===== src/rtl/audio_seq_pkg.sv =====
// Shared types and constants for the audio SRAM record/playback sequencer.
package audio_seq_pkg;

  typedef enum logic [2:0] {
    S_IDLE = 3'd0,
    S_REC  = 3'd1,
    S_TREC = 3'd2,
    S_THRU = 3'd3,
    S_PLAY = 3'd4,
    S_PCAP = 3'd5
  } state_t;

  localparam logic [1:0] SPD_NORM = 2'b00;
  localparam logic [1:0] SPD_DBL  = 2'b01;
  localparam logic [1:0] SPD_HALF = 2'b10;

  typedef enum logic [2:0] {
    CMD_NONE = 3'd0,
    CMD_STOP = 3'd1,
    CMD_REC  = 3'd2,
    CMD_PLAY = 3'd3,
    CMD_THRU = 3'd4
  } cmd_t;

  // Highest priority first; bit k of cmd_decode's request vector maps to entry k.
  localparam cmd_t CMD_PRIO [4] = '{CMD_STOP, CMD_REC, CMD_PLAY, CMD_THRU};

  function automatic cmd_t cmd_decode(input logic [3:0] req);
    cmd_t sel;
    if (req[0]) begin
      sel = CMD_PRIO[0];
    end else if (req[1]) begin
      sel = CMD_PRIO[1];
    end else if (req[2]) begin
      sel = CMD_PRIO[2];
    end else if (req[3]) begin
      sel = CMD_PRIO[3];
    end else begin
      sel = CMD_NONE;
    end
    return sel;
  endfunction

endpackage


===== src/rtl/audio_frame_ptr.sv =====
// Frame pointer for record/playback: holds fp and the half-speed phase, and
// computes the speed-dependent advance and the end-of-recording compare.
module audio_frame_ptr
  import audio_seq_pkg::*;
#(
  parameter int FW = 19
) (
  input  logic          CLOCK_50,
  input  logic          RST,
  input  logic          clr,
  input  logic          rec_inc,
  input  logic          play_adv,
  input  logic [1:0]    speed,
  input  logic          loop_en,
  input  logic [FW:0]   rec_len,
  output logic [FW-1:0] fp_idx,
  output logic [FW:0]   fp_inc,
  output logic          play_end
);

  logic [FW:0] fp_r;
  logic        phase_r;
  logic [FW:0] step_s;
  logic [FW:0] adv_fp_s;

  // Playback step per frame; half speed only moves on every second frame.
  always_comb begin
    step_s = {{FW{1'b0}}, 1'b1};
    case (speed)
      SPD_DBL: step_s = {{(FW-1){1'b0}}, 2'b10};
      SPD_HALF: begin
        if (phase_r) begin
          step_s = {{FW{1'b0}}, 1'b1};
        end else begin
          step_s = {(FW+1){1'b0}};
        end
      end
      default: step_s = {{FW{1'b0}}, 1'b1};
    endcase
  end

  assign adv_fp_s = fp_r + step_s;
  assign fp_inc   = fp_r + {{FW{1'b0}}, 1'b1};
  assign play_end = (adv_fp_s >= rec_len);
  assign fp_idx   = fp_r[FW-1:0];

  // Pointer and phase register; a loop wrap restarts both from frame 0.
  always_ff @(posedge CLOCK_50 or negedge RST) begin
    if (!RST) begin
      fp_r    <= {(FW+1){1'b0}};
      phase_r <= 1'b0;
    end else if (clr) begin
      fp_r    <= {(FW+1){1'b0}};
      phase_r <= 1'b0;
    end else if (rec_inc) begin
      fp_r    <= fp_inc;
      phase_r <= phase_r;
    end else if (play_adv) begin
      if (play_end && loop_en) begin
        fp_r    <= {(FW+1){1'b0}};
        phase_r <= 1'b0;
      end else begin
        fp_r    <= adv_fp_s;
        phase_r <= ~phase_r;
      end
    end else begin
      fp_r    <= fp_r;
      phase_r <= phase_r;
    end
  end

endmodule


===== src/rtl/audio_sram_sequencer.sv =====
// Stereo record/playback/pass-through sequencer between the codec front-end
// and the SRAM controller; left sample of frame fp lives at 2*fp, right at 2*fp+1.
module audio_sram_sequencer
  import audio_seq_pkg::*;
#(
  parameter int DW         = 16,
  parameter int AW         = 20,
  parameter int MAX_FRAMES = 2**(AW-1)
) (
  input  logic          CLOCK_50,
  input  logic          RST,
  input  logic          stb_l,
  input  logic          stb_r,
  input  logic [DW-1:0] in_l,
  input  logic [DW-1:0] in_r,
  input  logic          cmd_rec,
  input  logic          cmd_play,
  input  logic          cmd_thru,
  input  logic          cmd_stop,
  input  logic [1:0]    speed,
  input  logic          loop_en,
  output logic          mem_cs_n,
  output logic          mem_we_n,
  output logic          mem_rd_n,
  output logic [AW-1:0] mem_addr,
  output logic [DW-1:0] mem_wdata,
  input  logic [DW-1:0] mem_rdata,
  output logic [DW-1:0] out_l,
  output logic [DW-1:0] out_r,
  output logic [AW-1:0] rec_len,
  output logic          st_rec,
  output logic          st_play,
  output logic          st_thru
);

  localparam int FW = AW - 1;
  localparam logic [FW:0] MAX_F = MAX_FRAMES[FW:0];

  state_t        state_r, state_n_s, rec_exit_s;
  cmd_t          cmd_s;
  logic          stb_l_s, stb_r_s;
  logic          wr_s, rd_s;
  logic [AW-1:0] addr_s, addr_l_s, addr_r_s;
  logic [DW-1:0] wdata_s;
  logic          fp_clr_s, rec_inc_s, play_adv_s, rec_len_clr_s;
  logic          left_set_s, left_clr_s, left_done_r;
  logic          cap_wait_r, cap_right_r, cap_right_s;
  logic          load_l_s, load_r_s, cap_l_s, cap_r_s;
  logic [FW-1:0] fp_idx_s;
  logic [FW:0]   fp_inc_s;
  logic          play_end_s;

  logic          mem_cs_n_r, mem_we_n_r, mem_rd_n_r;
  logic [AW-1:0] mem_addr_r;
  logic [DW-1:0] mem_wdata_r, out_l_r, out_r_r;
  logic [FW:0]   rec_len_r;
  logic          st_rec_r, st_play_r, st_thru_r;

  audio_frame_ptr #(.FW(FW)) u_fp (
    .CLOCK_50 (CLOCK_50),
    .RST      (RST),
    .clr      (fp_clr_s),
    .rec_inc  (rec_inc_s),
    .play_adv (play_adv_s),
    .speed    (speed),
    .loop_en  (loop_en),
    .rec_len  (rec_len_r),
    .fp_idx   (fp_idx_s),
    .fp_inc   (fp_inc_s),
    .play_end (play_end_s)
  );

  assign cmd_s      = cmd_decode({cmd_thru, cmd_play, cmd_rec, cmd_stop});
  assign stb_l_s    = stb_l;
  assign stb_r_s    = stb_r & ~stb_l;
  assign addr_l_s   = {fp_idx_s, 1'b0};
  assign addr_r_s   = {fp_idx_s, 1'b1};
  assign rec_exit_s = (state_r == S_TREC) ? S_THRU : S_IDLE;

  // Next-state and per-cycle control decode.
  always_comb begin
    state_n_s     = state_r;
    wr_s          = 1'b0;
    rd_s          = 1'b0;
    addr_s        = mem_addr_r;
    wdata_s       = mem_wdata_r;
    fp_clr_s      = 1'b0;
    rec_inc_s     = 1'b0;
    play_adv_s    = 1'b0;
    rec_len_clr_s = 1'b0;
    left_set_s    = 1'b0;
    left_clr_s    = 1'b0;
    cap_right_s   = cap_right_r;
    load_l_s      = 1'b0;
    load_r_s      = 1'b0;
    cap_l_s       = 1'b0;
    cap_r_s       = 1'b0;
    case (state_r)
      S_IDLE: begin
        case (cmd_s)
          CMD_REC: begin
            fp_clr_s      = 1'b1;
            rec_len_clr_s = 1'b1;
            left_clr_s    = 1'b1;
            state_n_s     = S_REC;
          end
          CMD_PLAY: begin
            if (rec_len_r != {(FW+1){1'b0}}) begin
              fp_clr_s  = 1'b1;
              state_n_s = S_PLAY;
            end else begin
              state_n_s = S_IDLE;
            end
          end
          CMD_THRU: state_n_s = S_THRU;
          default:  state_n_s = S_IDLE;
        endcase
      end
      S_REC, S_TREC: begin
        if (state_r == S_TREC) begin
          load_l_s = stb_l_s;
          load_r_s = stb_r_s;
        end else begin
          load_l_s = 1'b0;
          load_r_s = 1'b0;
        end
        if (cmd_s == CMD_STOP) begin
          state_n_s = rec_exit_s;
        end else if (stb_l_s) begin
          wr_s       = 1'b1;
          addr_s     = addr_l_s;
          wdata_s    = in_l;
          left_set_s = 1'b1;
        end else if (stb_r_s && left_done_r) begin
          // Right write completes the frame; rec_len follows the advanced pointer.
          wr_s       = 1'b1;
          addr_s     = addr_r_s;
          wdata_s    = in_r;
          rec_inc_s  = 1'b1;
          left_clr_s = 1'b1;
          if (fp_inc_s == MAX_F) begin
            state_n_s = rec_exit_s;
          end else begin
            state_n_s = state_r;
          end
        end else begin
          state_n_s = state_r;
        end
      end
      S_THRU: begin
        load_l_s = stb_l_s;
        load_r_s = stb_r_s;
        if (cmd_s == CMD_STOP) begin
          state_n_s = S_IDLE;
        end else if (cmd_s == CMD_REC) begin
          fp_clr_s      = 1'b1;
          rec_len_clr_s = 1'b1;
          left_clr_s    = 1'b1;
          state_n_s     = S_TREC;
        end else begin
          state_n_s = S_THRU;
        end
      end
      S_PLAY: begin
        if (cmd_s == CMD_STOP) begin
          state_n_s = S_IDLE;
        end else if (stb_l_s) begin
          rd_s        = 1'b1;
          addr_s      = addr_l_s;
          cap_right_s = 1'b0;
          state_n_s   = S_PCAP;
        end else if (stb_r_s) begin
          rd_s        = 1'b1;
          addr_s      = addr_r_s;
          cap_right_s = 1'b1;
          state_n_s   = S_PCAP;
        end else begin
          state_n_s = S_PLAY;
        end
      end
      S_PCAP: begin
        // First cycle the strobe is on the bus; read data lands the cycle after.
        if (cmd_s == CMD_STOP) begin
          state_n_s = S_IDLE;
        end else if (cap_wait_r) begin
          state_n_s = S_PCAP;
        end else if (cap_right_r) begin
          cap_r_s    = 1'b1;
          play_adv_s = 1'b1;
          if (play_end_s && !loop_en) begin
            state_n_s = S_IDLE;
          end else begin
            state_n_s = S_PLAY;
          end
        end else begin
          cap_l_s   = 1'b1;
          state_n_s = S_PLAY;
        end
      end
      default: state_n_s = S_IDLE;
    endcase
  end

  // State, capture bookkeeping and recorded-length register.
  always_ff @(posedge CLOCK_50 or negedge RST) begin
    if (!RST) begin
      state_r     <= S_IDLE;
      left_done_r <= 1'b0;
      cap_wait_r  <= 1'b0;
      cap_right_r <= 1'b0;
      rec_len_r   <= {(FW+1){1'b0}};
    end else begin
      state_r     <= state_n_s;
      cap_wait_r  <= rd_s;
      cap_right_r <= cap_right_s;
      if (left_clr_s) begin
        left_done_r <= 1'b0;
      end else if (left_set_s) begin
        left_done_r <= 1'b1;
      end else begin
        left_done_r <= left_done_r;
      end
      if (rec_len_clr_s) begin
        rec_len_r <= {(FW+1){1'b0}};
      end else if (rec_inc_s) begin
        rec_len_r <= fp_inc_s;
      end else begin
        rec_len_r <= rec_len_r;
      end
    end
  end

  // Registered SRAM port, DAC samples and status flags.
  always_ff @(posedge CLOCK_50 or negedge RST) begin
    if (!RST) begin
      mem_cs_n_r  <= 1'b1;
      mem_we_n_r  <= 1'b1;
      mem_rd_n_r  <= 1'b1;
      mem_addr_r  <= {AW{1'b0}};
      mem_wdata_r <= {DW{1'b0}};
      out_l_r     <= {DW{1'b0}};
      out_r_r     <= {DW{1'b0}};
      st_rec_r    <= 1'b0;
      st_play_r   <= 1'b0;
      st_thru_r   <= 1'b0;
    end else begin
      mem_cs_n_r  <= ~(wr_s | rd_s);
      mem_we_n_r  <= ~wr_s;
      mem_rd_n_r  <= ~rd_s;
      mem_addr_r  <= addr_s;
      mem_wdata_r <= wdata_s;
      if (load_l_s) begin
        out_l_r <= in_l;
      end else if (cap_l_s) begin
        out_l_r <= mem_rdata;
      end else begin
        out_l_r <= out_l_r;
      end
      if (load_r_s) begin
        out_r_r <= in_r;
      end else if (cap_r_s) begin
        out_r_r <= mem_rdata;
      end else begin
        out_r_r <= out_r_r;
      end
      st_rec_r  <= (state_n_s == S_REC)  || (state_n_s == S_TREC);
      st_play_r <= (state_n_s == S_PLAY) || (state_n_s == S_PCAP);
      st_thru_r <= (state_n_s == S_THRU) || (state_n_s == S_TREC);
    end
  end

  assign mem_cs_n  = mem_cs_n_r;
  assign mem_we_n  = mem_we_n_r;
  assign mem_rd_n  = mem_rd_n_r;
  assign mem_addr  = mem_addr_r;
  assign mem_wdata = mem_wdata_r;
  assign out_l     = out_l_r;
  assign out_r     = out_r_r;
  assign rec_len   = rec_len_r;
  assign st_rec    = st_rec_r;
  assign st_play   = st_play_r;
  assign st_thru   = st_thru_r;

endmodule


===== config.mk =====
export PLATFORM = sky130hd
export DESIGN_NAME = audio_sram_sequencer
export DESIGN_NICKNAME = d
export VERILOG_FILES = /design/src/rtl/audio_seq_pkg.sv /design/src/rtl/audio_frame_ptr.sv /design/src/rtl/audio_sram_sequencer.sv
export SDC_FILE = /design/constraint.sdc
export NUM_CORES = 1
export LEC_CHECK = 0
export BUFFER_PORTS_ARGS = -buffer_cell sky130_fd_sc_hd__buf_4
export CAP_MARGIN = 25
export CORE_MARGIN = 8
export CORE_UTILIZATION = 50
export CTS_CLUSTER_SIZE = 20
export DETAILED_ROUTE_END_ITERATION = 8
export HOLD_SLACK_MARGIN = 0.05
export PLACE_DENSITY = 0.74
export SYNTH_ARGS = -nofsm -noshare
export SYNTH_HDL_FRONTEND = slang
export SYNTH_HIERARCHICAL = 1
export SYNTH_SLANG_ARGS = --single-unit

===== constraint.sdc =====
create_clock -name CLOCK_50 -period 3.7 [get_ports CLOCK_50]
set_clock_uncertainty 0.2 [all_clocks]
set_input_delay 0.185 -clock CLOCK_50 [delete_from_list [all_inputs] [get_ports CLOCK_50]]
set_output_delay 0.185 -clock CLOCK_50 [all_outputs]
set_load 0.05 [all_outputs]

# --- Word-level counts from Yosys, hierarchy flattened ---
# Index checks and enable logic that the tools add are counted.
# W data, S select, Z words.
classes:
  n_addsub: 2
  muxes: 83
  bitwise: 8
  order_cmp: 1
  n_mul: 0
  eq_ne: 22
  div_mod_pow: 0
  reduce_logical: 23
  shift: 0
ops:
  columns: ["operator", "n"]
  rows:
  - ["$mux W20", 12]
  - ["$mux W16", 6]
  - ["$pmux W20 S2", 2]
  - ["$mux W3", 14]
  - ["$mux W1", 39]
  - ["$add A20 B1 Y20 const B", 1]
  - ["$add A20 B20 Y20", 1]
  - ["$eq A20 B20 Y1 const B", 1]
  - ["$ge A20 B20 Y1", 1]
  - ["$reduce_bool A20 Y1", 1]
  - ["$eq A3 B2 Y1 const B", 6]
  - ["$reduce_bool A2 Y1", 8]
  - ["$eq A3 B3 Y1 const B", 5]
  - ["$pmux W3 S5", 1]
  - ["$pmux W1 S2", 5]
  - ["$eq A3 B1 Y1 const B", 3]
  - ["$pmux W3 S3", 1]
  - ["$ne A2 B2 Y1 const B", 3]
  - ["$ne A3 B3 Y1 const B", 2]
  - ["$not A1 Y1", 6]
  - ["$reduce_and A3 Y1", 2]
  - ["$reduce_and A5 Y1", 1]
  - ["$mux W2", 2]
  - ["$logic_and A1 B1 Y1", 3]
  - ["other kinds (11)", 13]
totals:
  latchBits: 0
  input_bits: 59
  mem_count: 0
  romBits: 0
  reg_bits: 121
  out_inout_bits: 94
  wordCells: 156
  ram_bits: 0

# --- Depth between registers and ports, before layout ---
# Gate-level depths: netlist of run 1.
logic_depth:
  depth_word: 12
  ltp_mapped: 20
  mapped_depth_nobuf: 19

# --- Cells and area by module ---
# The synthesis of run 1 kept the hierarchy.
modules_own_cells:
  columns: ["module", "area_each_um2", "cells_per_inst", "seq_area_each_um2", "n_inst"]
  rows:
  - ["audio_sram_sequencer", 4439.3, 380, 2506.2, 1]
  - ["audio_frame_ptr", 2608.8, 338, 525.5, 1]

# --- Worst setup path after synthesis of run 1 ---
# OpenSTA, ideal clock, no wires.
synth_timing:
  kind: "register to register"
  startpoint: "register u_fp.phase_r"
  endpoint: "register u_fp.fp_r[3]"
  setup_slack_ps: -211
  setup_ps: 134
  n_path_buf: 2
  t_arrival_ps: 3577
  t_required_ps: 3366
  period_less_slack_ps: 3911
  stages_incl_launch_ff: 20
  path_cell_list: "dfrtp_1 > nor3b_1 > nor2_1 > ha_1 > fa_1 > nand4_1 > or3_1 > clkbuf_1 > nor2_2 > and3_1 > xnor2_1 > inv_1 > ha_1 > nand4_1 > nor3_1 > nand4b_1 > a41o_1 > nand2b_1 > buf_2 > o32ai_1"
synth_between:
  elab_chain_len: 9
synth_lines:
  columns: ["item", "line_no", "rtl"]
  rows:
  - ["start: declaration", "audio_frame_ptr.sv:22", "logic phase_r;"]
  - ["start signal: assignment", "audio_frame_ptr.sv:57", "phase_r <= phase_r;"]
  - ["start signal: assignment", "audio_frame_ptr.sv:64", "phase_r <= ~phase_r;"]
  - ["start signal: assignment", "audio_frame_ptr.sv:68", "phase_r <= phase_r;"]
  - ["$mux W1 (*)", "audio_frame_ptr.sv:32", "if (phase_r) begin"]
  - ["$pmux W20 S2 (*)", "audio_frame_ptr.sv:29", "case (speed)"]
  - ["$add A20 B20 Y20 (*)", "audio_frame_ptr.sv:42", "assign adv_fp_s = fp_r + step_s;"]
  - ["$ge A20 B20 Y1", "audio_frame_ptr.sv:44", "assign play_end = (adv_fp_s >= rec_len);"]
  - ["$logic_and A1 B1 Y1", "audio_frame_ptr.sv:59", "if (play_end && loop_en) begin"]
  - ["$mux W20 (*)", "audio_frame_ptr.sv:59", null]
  - ["$mux W20 (*)", "audio_frame_ptr.sv:58", "end else if (play_adv) begin"]
  - ["$mux W20 (*)", "audio_frame_ptr.sv:55", "end else if (rec_inc) begin"]
  - ["$mux W20 (*)", "audio_frame_ptr.sv:52", "end else if (clr) begin"]
  - ["end signal: assignment", "audio_frame_ptr.sv:53", "fp_r <= {(FW+1){1'b0}};"]
  - ["end signal: assignment", "audio_frame_ptr.sv:56", "fp_r <= fp_inc;"]
  - ["end signal: assignment", "audio_frame_ptr.sv:60", "fp_r <= {(FW+1){1'b0}};"]
  - ["end: declaration", "audio_frame_ptr.sv:21", "logic [FW:0] fp_r;"]
# Mark *: on every way between the ends. The rest lies on a longest branch, timed or not. The select of a mux whose other input is x is not followed.
# A chain may end at the register's enable or synchronous reset.

# --- Worst setup path after layout of run 1 ---
layout_timing:
  startpoint: "register u_fp.phase_r"
  endpoint: "register u_fp.fp_r[5]"
# Same word-level chain as after synthesis.

==> results of run 1 <==
## state kept, by name, indices dropped and copies added, names as in the netlist
register      flops
out_r            16
mem_addr         20
mem_wdata        16
out_l            16
cap_wait_r        1
st_play           1
mem_we_n          1
mem_cs_n          1
u_fp/phase_r      1
cap_right_r       1
mem_rd_n          1
rec_len          20
u_fp/fp_r        20
st_thru           1
left_done_r       1
st_rec            1
state_r           3
## final cells by class
cell class | count | area (um^2)
clock inverters | 11 | 170
fillers | 935 | 3850
repair buffers | 282 | 2320
clock buffers | 21 | 460
well taps | 180 | 225
flip-flops and latches | 121 | 3030
multi-input cells | 500 | 3640
inverters | 36 | 135
## stage by stage
| step | instances | power (W) |
|---|---|---|
| 5_1_grt | 1151 | 0.00752 |
| 3_3_place_gp | 1039 | 0.00490 |
| 6_report | 1151 | 0.00724 |
| 2_1_floorplan | 718 | 0.00398 |
| 4_1_cts | 1148 | 0.00710 |
| 3_5_place_dp | 1039 | 0.00498 |
## critical path, cell delays in order, from the launching register on
cell and delay [ns]:
dfrtp_1 0.37, nor3b_1 0.18, nor2_1 0.06, ha_2 0.19, fa_2 0.34, nand4_1 0.13, or3_4 0.17, nor2_4 0.04
buf_4 0.14, buf_4 0.12, xnor2_1 0.15, ha_1 0.29, nand2_1 0.07, buf_4 0.14, nor3_2 0.20, nand4b_1 0.15
a41o_2 0.37, buf_4 0.16, nand4b_1 0.08, a32oi_1 0.13
## per-layer routing
| layer | vias to the layer above | GRT usage [%] | part of all wire (%) |
|---|---|---|---|
| met2 | 404 | 44.2 | 49 |
| li1 | 3022 | - | - |
| met4 | 0 | 13.3 | 3.8 |
| met5 | - | 0 | 0 |
| met1 | 3309 | 31.2 | 39 |
| met3 | 74 | 7.10 | 8.3 |
## how the worst max path moves through the flow
stage            startpoint       endpoint  slack [ns]  depth (start not counted)
4_1_cts        u_fp/phase_r         st_rec       -0.11                         19
3_3_place_gp       speed[0]  u_fp/fp_r[10]       -0.14                         19
2_1_floorplan  u_fp/phase_r   u_fp/fp_r[3]       0.005                         19
3_5_place_dp       speed[0]         st_rec       -0.34                         20
5_1_grt        u_fp/phase_r  u_fp/fp_r[16]       -0.31                         17
6_report       u_fp/phase_r   u_fp/fp_r[5]       -0.15                         19
## cell families (layout without fill, tap and decap cells)
logic type                 count (synthesis)  in the layout  synth area share (%)
muxes                                     70             70                  10.8
and+or+nand+nor                          204            204                  15.8
AOI/OAI and AO/OA                        163            163                  14.3
adders and majority gates                 24             24                  4.37
buffers and inverters                     97            350                  6.85
xor gates and xnor gates                  39             39                  4.85
DFF                                      121            121                  43.0
## Yosys cell counts, types with 3 or more instances
library cell / number
dfstp_2: 3
nor3_1: 12
a22oi_1: 11
nor3_2: 4
nand2b_1: 7
a22o_1: 20
o21ai_1: 15
o31ai_1: 3
buf_6: 3
clkbuf_1: 24
buf_4: 19
nor4_1: 12
xor2_1: 18
nor2_1: 56
nor2b_1: 3
nand4_1: 8
o21ai_0: 31
xnor2_1: 21
o31a_1: 3
nor2_2: 3
buf_2: 11
mux2_4: 10
a211oi_1: 3
buf_1: 3
dfrtp_1: 118
mux2i_1: 51
or3_1: 4
inv_1: 36
nand3b_1: 3
and3_1: 8
nand3_1: 10
nand4b_1: 4
a21oi_1: 56
ha_1: 23
nand2_1: 51
mux2_2: 9
## repair_timing
action                                  in CTS  in global routing
buffers inserted                             5                  3
gates resized for setup                     11                  9
cloned                                       0                  0
hold buffers                                72                  0
endpoints found under the hold margin      120                  0
endpoints found under the setup margin      24                 24
pin swaps                                    8                  5
## power groups by stage
stage	clock network (W)	registers, W	logic [W]
after global placement	0	0.00193	0.00297
after global routing	0.00185	0.00199	0.00368
final	0.00177	0.00196	0.00351
after CTS	0.00179	0.00194	0.00338
after detailed placement	0	0.00195	0.00304
after floorplan	0	0.00296	0.00102
==> results.cfg, run 1 <==
[outcome]
status = complete, but fails checks
violations = negative setup slack

[place]
dpl_worst_slack_ns = -0.340
place.gp.congestion = 0.997
io_buffers = 152
place_area_um2 = 8470
dp_hpwl_um = 16400

[layout]
final_core_util_pct = 72.2
final_area_um2 = 9980
drive_gt1_share_pct = 31.0
mostFrequentLayoutCell = buf_4
layout_common_cells = buf_4, dfrtp_1, dlygate4sd3_1
syn2layout_area_growth_pct = 41.6
nNetsFinal = 1041
antennaDiodeCount = 0

[drt]
drc = 0
drtPass1Iterations = 5
wl_um = 24200
antenna_left = 0
wl_per_cell_um = 21.0
drt_iter0_drc = 544
via_per_inst = 5.92
route.vias.total = 6809

[pwr]
power_density_nw_per_um2 = 726
seqPwrFrac_pct = 27.1
clock_power_share_pct = 24.4
p_leak_nw = 4.78
p_sw_w = 0.00312
p_sw_share_pct = 43.1
p_int_w = 0.00412
combPwrFrac_pct = 48.5
max-vdd-ir-drop_uv = 785

[clocking]
clock_latency_ns = 0.42
cts_max_level = 4
cts_max_path_buffers = 2
clock_sinks = 121
clk_pin_slew_ns = 0.05
cts_tree = built
numCtsBuffers = 17
root_buffer = clkbuf_16

[flow_run]
max_cap_violations = 0

[synthesis]
syn_nets = 801
yosysTopAreaCellShare_pct = 41.9
synth_cell_types = 67
synth.area.top_cells = dfrtp_1, mux2i_1, ha_1
synth-seq-cells = 121
synthCells = 718
synth-async-reset-ratio_pct = 100
syn_area_um2 = 7050
ys_warn_count = 6
ys_seq_area_share_pct = 43.0
synth_ff_type = dfrtp_1
synth.avg_cell_area_um2 = 9.82
synth_top_area_cell = dfrtp_1
synth_edf_count = 0

[floorplanning]
design.die.area_um2 = 18200
coreArea_um2 = 13800
ios = 153
start_util_pct = 51.0
die_w_um = 135
die_y_um = 135
row_count = 43

[timing]
rsz0062_at_grt = yes
max_slew.worst_pin.slew_ns = 0.880
drv_slew = 0
hold_viol_final = 0
finalCriticalPeriod_ns = 3.85
setup_viol = 23
hold_ws_ns = 0.0804
fin_ws_ns = -0.151
fin_tns_setup_ns = -1.89
fmax_mhz = 260
min_period_over_period_pct = 104
slew_headroom_pct = 41.3

[worst_setup_path]
endpoint_kind = flop
arrival_ns = 3.91
rrSetupSlack_ns = -0.15
rr_startpoint = u_fp/phase_r
reg2reg_depth = 19
critPathRequiredTime_ns = 3.76
crit_type = reg2reg
reg2reg_to = u_fp/fp_r[5]
critPathMaxFanout = 4
start_kind = flop

[grt]
grt_max_degree = 69
overflow = 0
globalRouteTotalUtil_pct = 26.7
antenna_found_initial = 0
grt_pass1_vias = 7317
grt_pass1_wl_um = 38200

[hold_path]
holdPathEnd = st_thru
hold_path.startpoint = cmd_thru
whs_path_depth = 4
hp-class = in2reg
No activity file was read; power rests on OpenSTA's default activity.
==> run 2, diff against run 1 <==
Settings changed: REMOVE_ABC_BUFFERS set to 1.
==> results.cfg, run 2 (same netlist as run 1, synthesis figures left out) <==
[grt]
globalRouteTotalUtil_pct = 27.4
overflow = 0
grt_pass1_vias = 7098
grt_max_degree = 82
antenna_found_initial = 0
grt_pass1_wl_um = 38900

[clocking]
numCtsBuffers = 17
cts_tree = built
clk_pin_slew_ns = 0.05
root_buffer = clkbuf_16
clock_sinks = 121
cts_max_level = 4
cts_max_path_buffers = 2
clock_latency_ns = 0.42

[layout]
final_area_um2 = 10100
nFillCells = 920
antennaDiodeCount = 0
layout_common_cells = buf_4, dfrtp_1, dlygate4sd3_1
mostFrequentLayoutCell = buf_4
drive_gt1_share_pct = 32.4
nNetsFinal = 1037
layout.cells.non_filler = 1147
syn2layout_area_growth_pct = 43.3

[place]
io_buffers = 152
dp_hpwl_um = 16200
dpl_worst_slack_ns = -0.447
place.gp.congestion = 0.958
place_area_um2 = 8480
place_inst = 1039

[worst_setup_path]
start_kind = flop
arrival_ns = 3.97
crit_type = reg2reg
critPathMaxFanout = 3
critPathRequiredTime_ns = 3.83
endpoint_kind = flop

[pwr]
power_density_nw_per_um2 = 732
p_leak_nw = 4.82
total_power_w = 0.00739
max-vdd-ir-drop_uv = 665

[timing]
min_period_over_period_pct = 104
setup_viol = 21
fin_ws_ns = -0.135
fmax_mhz = 261
fin_tns_setup_ns = -1.35
drv_slew = 0
rsz0062_at_grt = yes
hold_viol_final = 0
max_slew.worst_pin.slew_ns = 0.707
finalCriticalPeriod_ns = 3.83
slew_headroom_pct = 52.4

[drt]
antenna_left = 0
wl_um = 24500
drc = 0
wl_per_cell_um = 21.4
drt_iter0_drc = 715
route.vias.total = 6836
drtPass1Iterations = 5
via_per_inst = 5.96

[floorplanning]
row_count = 43
design.die.area_um2 = 18200
die_y_um = 135
die_w_um = 135
coreArea_um2 = 13800
ios = 153
start_util_pct = 51.0

[outcome]
violations = negative setup slack
status = complete, but fails checks

[flow_run]
max_cap_violations = 0

[hold_path]
hp-class = in2reg
-- run 2: layout make-up --
class	count	area, um^2	share of cell area, %
Timing Repair Buffer	278	2340	23.2
Inverter	36	135	1.34
Clock inverter	8	145	1.44
Tap cell	180	225	2.23
Multi-Input combinational cell	500	3740	37.0
Clock buffer	24	482	4.77
Sequential cell	121	3030	30.0
-- run 2: metrics by stage --
stage	hold slack [ns]	utilization, %
2_1_floorplan	-0.311	-
3_3_place_gp	0.197	61.3
3_5_place_dp	0.206	61.3
4_1_cts	0.0618	71.7
5_1_grt	0.151	73.0
6_report	0.133	73.0
-- run 2: power by group --
| group | switching [W] | internal [W] | leakage (nW) |
|---|---|---|---|
| registers | 0.000260 | 0.00168 | 1.54 |
| clock network | 0.000597 | 0.00118 | 0.300 |
| logic | 0.00233 | 0.00134 | 2.98 |
| total | 0.00319 | 0.00420 | 4.82 |
-- run 2: worst max-delay path, stage by stage (launching register included) --
cell and delay, ns:
dfrtp_1 0.37, nor3b_2 0.05, nor2_1 0.12, ha_2 0.21, fa_2 0.21, nand4_1 0.15, or3_4 0.38, nor2_4 0.11
and3_4 0.22, xnor2_4 0.12, inv_2 0.07, ha_4 0.27, nand4_1 0.12, nor3_2 0.17, nand4b_1 0.16, nand4_1 0.13
nand2_2 0.08, o31ai_4 0.28, a211oi_2 0.13, nor3_2 0.19
-- run 2: worst paths after layout --
| path | start | end | slack, ns | cells past startpoint |
|---|---|---|---|---|
| min reg2reg | mem_addr[0] | mem_addr[0] | 0.29 | 2 |
| min | cmd_thru | st_thru | 0.13 | 4 |
| max reg2reg | u_fp/phase_r | st_rec | -0.13 | 19 |
| min in group asynchronous | RST | mem_addr[13] | 0.52 | 3 |
| max in group asynchronous | RST | mem_we_n | 2.13 | 4 |
| max | u_fp/phase_r | st_rec | -0.13 | 19 |
-- run 2: metal layers --
layer	share of wire (%)	routed length, um	GRT usage [%]
met1	39	9690	33.5
met4	4.3	1050	13.8
met3	9.7	2370	8.21
met2	47	11400	43.1
met5	0	0	0
-- run 2: what timing repair did --
item,4_1_cts,5_1_grt
gates resized for setup,19,25
pin swaps,14,13
hold endpoints to repair,131,12
endpoints found under the setup margin,24,24
hold buffers,70,2
setup buffers,0,2
cloned,1,0
